## src/rtl/tim_sr_irq.sv

```systemverilog
// Timer status register with per-flag over-capture, masked irq and per-flag DMA requests.
// Latency: flag visible 1 cycle after its set condition; irq and dma_req 1 cycle after the flag.
// No backpressure: events are never stalled, and a repeat event on a set flag raises over-capture.
module tim_sr_irq #(
    parameter int N_FLAGS   = 4,
    parameter int EDGE_DET  = 1,
    parameter int IRQ_PULSE = 0
) (
    input  logic                   clk,
    input  logic                   rst_n,
    input  logic [N_FLAGS-1:0]     ev_in,
    input  logic                   sr_wr,
    input  logic [2*N_FLAGS-1:0]   sr_wdata,
    input  logic                   ier_wr,
    input  logic [2*N_FLAGS-1:0]   ier_wdata,
    output logic [2*N_FLAGS-1:0]   sr_rdata,
    output logic [2*N_FLAGS-1:0]   ier_rdata,
    input  logic [N_FLAGS-1:0]     dma_ack,
    output logic [N_FLAGS-1:0]     dma_req,
    output logic                   irq
);

    localparam int N = N_FLAGS;

    logic [N-1:0]   ev_q, ev_d;
    logic [N-1:0]   flag_q, flag_d;
    logic [N-1:0]   ovf_q, ovf_d;
    logic [N-1:0]   dma_req_q, dma_req_d;
    logic [2*N-1:0] ier_q, ier_d;
    logic           irq_q, irq_d;
    logic           pend_q, pend_d;

    logic [N-1:0]   set_v;
    logic [N-1:0]   clr_v;
    logic [N-1:0]   ovf_set;
    logic [N-1:0]   ovf_clr;
    logic [N-1:0]   ie;
    logic [N-1:0]   de;
    logic           pend;

    always_comb begin
        ev_d      = ev_in;
        ie        = ier_q[N-1:0];
        de        = ier_q[2*N-1:N];

        if (EDGE_DET != 0) begin
            set_v = ev_in & ~ev_q;
        end else begin
            set_v = ev_in;
        end

        // rc_w0: only written zeros clear; a DMA ack clears the event flag but not over-capture
        clr_v   = ({N{sr_wr}} & ~sr_wdata[N-1:0]) | dma_ack;
        ovf_clr = {N{sr_wr}} & ~sr_wdata[2*N-1:N];

        // An event arriving together with a clear is treated as consumed, not overrun
        ovf_set = set_v & flag_q & ~clr_v;

        flag_d  = set_v | (flag_q & ~clr_v);
        ovf_d   = ovf_set | (ovf_q & ~ovf_clr);
        ier_d   = ier_wr ? ier_wdata : ier_q;

        pend      = (|(flag_q & ie)) | (|(ovf_q & ie));
        pend_d    = pend;
        dma_req_d = flag_q & de;

        if (IRQ_PULSE != 0) begin
            irq_d = pend & ~pend_q;
        end else begin
            irq_d = pend;
        end
    end

    always_ff @(posedge clk or negedge rst_n) begin
        if (!rst_n) begin
            ev_q      <= '0;
            flag_q    <= '0;
            ovf_q     <= '0;
            ier_q     <= '0;
            dma_req_q <= '0;
            irq_q     <= 1'b0;
            pend_q    <= 1'b0;
        end else begin
            ev_q      <= ev_d;
            flag_q    <= flag_d;
            ovf_q     <= ovf_d;
            ier_q     <= ier_d;
            dma_req_q <= dma_req_d;
            irq_q     <= irq_d;
            pend_q    <= pend_d;
        end
    end

    assign sr_rdata  = {ovf_q, flag_q};
    assign ier_rdata = ier_q;
    assign dma_req   = dma_req_q;
    assign irq       = irq_q;

endmodule

```

## config.mk

```make
export PLATFORM = sky130hd
export DESIGN_NAME = tim_sr_irq
export DESIGN_NICKNAME = d
export VERILOG_FILES = /design/src/rtl/tim_sr_irq.sv
export SDC_FILE = /design/constraint.sdc
export NUM_CORES = 1
export LEC_CHECK = 0
export CORE_MARGIN = 4
export CORE_UTILIZATION = 33
export CTS_BUF_LIST = sky130_fd_sc_hd__clkbuf_4
export CTS_CLUSTER_DIAMETER = 50
export DETAILED_ROUTE_END_ITERATION = 10
export PLACE_DENSITY = 0.7
export RECOVER_POWER = 100
export SETUP_SLACK_MARGIN = 0.5
export SYNTH_ARGS = -nofsm -noshare
export SYNTH_HDL_FRONTEND = slang
export SYNTH_SLANG_ARGS = --single-unit
```

## constraint.sdc

```tcl
create_clock -name clk -period 2 [get_ports clk]
set_clock_uncertainty 0.2 [all_clocks]
set_input_delay 0.5 -clock clk [delete_from_list [all_inputs] [get_ports clk]]
set_output_delay 0.5 -clock clk [all_outputs]
set_load 0.01 [all_outputs]
```

==> impl_metrics.json <==
{
  "status": "finished clean",
  "synth_area_um2": 1040,
  "tns_ns": 0,
  "vias": 800,
  "tightest_slew_ns": 0.613,
  "clock_sinks": 25,
  "p_leak_nw": 0.674,
  "synth_top_family_by_area": "simple AND/OR/NAND/NOR gates",
  "grt_util_met2_pct": 21.3,
  "final_cell_mix": "25 x dfrtp_1, 23 x clkbuf_1, 20 x clkdlybuf4s50_1",
  "grt_pass1_wl_um": 4140,
  "die-area_um2": 4110,
  "cts_made_buffers": 3,
  "start_util_pct": 34.3,
  "grt_pass1_vias": 869,
  "endpoint_kind": "output port",
  "grt-ovfl-total": 0,
  "path_buf_inv": 1,
  "layout.nets": 172,
  "synth_compound_area_share_pct": 10.1,
  "worstHoldPathCells": 2,
  "hold_class": "flop to flop",
  "dp_hpwl_um": 1830,
  "io_buffers": 48,
  "drive_gt1_share_pct": 19.6,
  "total_power_w": 0.00105,
  "start_kind": "flop",
  "hold_viol_final": 0,
  "syn_to_final_growth_pct": 50.4,
  "clk_pin_slew_ns": 0.13,
  "final_common_cell": "dfrtp_1",
  "fmax_ghz": 0.635,
  "drt-pass1-iter-count": 2,
  "crit_chain": "clkbuf_1",
  "antenna_found_initial": 0,
  "r2r_setup_slack_ns": 0.73,
  "netlist_instances": 71,
  "maxSlewHeadroom_pct": 59.1,
  "final_area_um2": 1560,
  "dr.first_iter.drc_count": 16,
  "antennaDiodeCount": 0,
  "synthMuxAreaShare_pct": 11.6,
  "period_share_pct": 78.7,
  "synth_fa_ha_area_share_pct": 0,
  "drt_wl_total_um": 2560,
  "syn_area_per_cell_um2": 14.6,
  "r2r_start": "flag_q[0]",
  "holdWs_ns": 0.355,
  "finalSetupViolations": 0,
  "cpLargestDelayFamily": "flip-flops",
  "grt_start_max_net_pins": 26,
  "path_class": "flop to output port",
  "ys_types": 11,
  "p_per_area_nw_per_um2": 674,
  "grt_use_met1_pct": 16.4,
  "worstPathRequired_ns": 1.30,
  "rr_endpoint": "ovf_q[0]",
  "crit_arrival_ns": 0.87,
  "fin_crit_ns": 1.57,
  "power.share.switching_pct": 25.8,
  "core-area_um2": 3030,
  "placed_area_um2": 1590,
  "yosys_warnings": 0,
  "cts_root_buf": "clkbuf_4",
  "synthSimpleGateAreaFrac_pct": 15.5,
  "p_int_w": 0.000781,
  "met3_usage_pct": 2.64,
  "peakVddDrop_uv": 190,
  "rsz0062_at_grt": "true",
  "slowest_stage": "dfrtp_1",
  "busiest_layer": "met2",
  "worstPathMaxFanout": 2,
  "slew_viol_final": 0,
  "cts_hold_buf": 0,
  "gp_congestion": 0.752,
  "synthXorXnorAreaFrac_pct": 0,
  "cts_tree": "yes",
  "ant_nets": 0,
  "drc_errors": 0,
  "seqPwrFrac_pct": 54.2,
  "min_to": "ovf_q[1]",
  "p_comb_share_pct": 23.3,
  "drv_cap": 0,
  "cpPeakStageDelay_ns": 0.38,
  "p_sw_w": 0.000271,
  "synth-seq-area-share_pct": 60.2,
  "ys_ff_latch": 25,
  "syn-num-nets": 99,
  "die_w_um": 64.1,
  "min_from": "ev_q[1]",
  "reg2regPathDepth": 4,
  "clkPwrFrac_pct": 22.5,
  "wire_per_inst_um": 13.7,
  "vias_per_cell": 4.28,
  "rows": 20,
  "clockBufferDepth": 2,
  "ioPinCount": 49,
  "grt_usage_pct": 13.1,
  "fp.dieH_um": 64.1,
  "htreeDepth": 1,
  "clk_latency_ns": 0.31
}
power groups by stage:
stage	Sequential, W	Clock (W)	Combinational, W
after floorplan	0.000605	0	0.0000770
after global placement	0.000586	0	0.000262
after detailed placement	0.000590	0	0.000265
after CTS	0.000570	0.000246	0.000278
after global routing	0.000576	0.000269	0.000269
final	0.000570	0.000237	0.000246
how the worst max path moves through the flow:
stage | cells after the start | slack, ns | end | startpoint
after floorplan | 2 | 0.76 | ier_rdata[0] | ier_wr
after global placement | 3 | 0.22 | ier_rdata[7] | ier_wr
after detailed placement | 3 | 0.22 | ier_rdata[0] | ier_wr
after CTS | 1 | 0.41 | sr_rdata[4] | ovf_q[0]
after global routing | 1 | 0.37 | sr_rdata[6] | ovf_q[2]
final | 1 | 0.43 | sr_rdata[6] | ovf_q[2]
through the flow:
stage                     worst slack, ns  util, %  std cells
after floorplan                     0.758        -         71
after global placement              0.221     52.5        164
after detailed placement            0.219     52.5        164
after CTS                           0.412     53.9        182
after global routing                0.369     51.6        187
final                               0.425     51.6        187
area by class of cell:
cell class / count / area (µm²)
repair buffers: 69 / 509
fillers: 279 / 1470
clock buffers: 4 / 30.0
inverters: 4 / 15.0
flip-flops and latches: 25 / 626
multi-input cells: 41 / 327
well taps: 44 / 55.1
tightest hold or removal path, stage by stage, from the launching register on:
cell and delay [ns]:
dfrtp_1 0.34, nand2b_1 0.11, o32ai_1 0.07
flip-flops by register name, indices dropped and copies added, names as in the netlist:
signal / flops
flag_q: 4
irq: 1
dma_req: 4
ev_q: 4
ovf_q: 4
ier_rdata: 8
cells by family (layout without fill, tap and decap cells):
logic type             Yosys count  count (layout)
AO/OA/AOI/OAI                   12              12
buffers and inverters            5              77
flip-flops                      25              25
multiplexers                     8               8
AND/OR/NAND/NOR                 21              21
cell usage after synthesis, drive strengths merged:
cell | number | area share (%)
and2 | 4 | 2.4
buf | 1 | 1.1
dfrtp | 25 | 60
inv | 4 | 1.4
mux2 | 8 | 12
nand2b | 8 | 4.8
nand4 | 1 | 0.60
nor2b | 8 | 7.7
o21ai | 8 | 3.9
o32ai | 4 | 6.3
routing by layer:
metal  wire, µm  share of wire, %
met1       1120                44
met2       1220                48
met3        163               6.4
met4         50               2.0
met5          0                 0
timing repair:
action,CTS,global route
buffers inserted,14,5
gates cloned,0,0
resized for setup,86,4
setup endpoints to repair,21,21
pin swaps,0,0
Note: power is estimated with default switching activity, not from simulation.
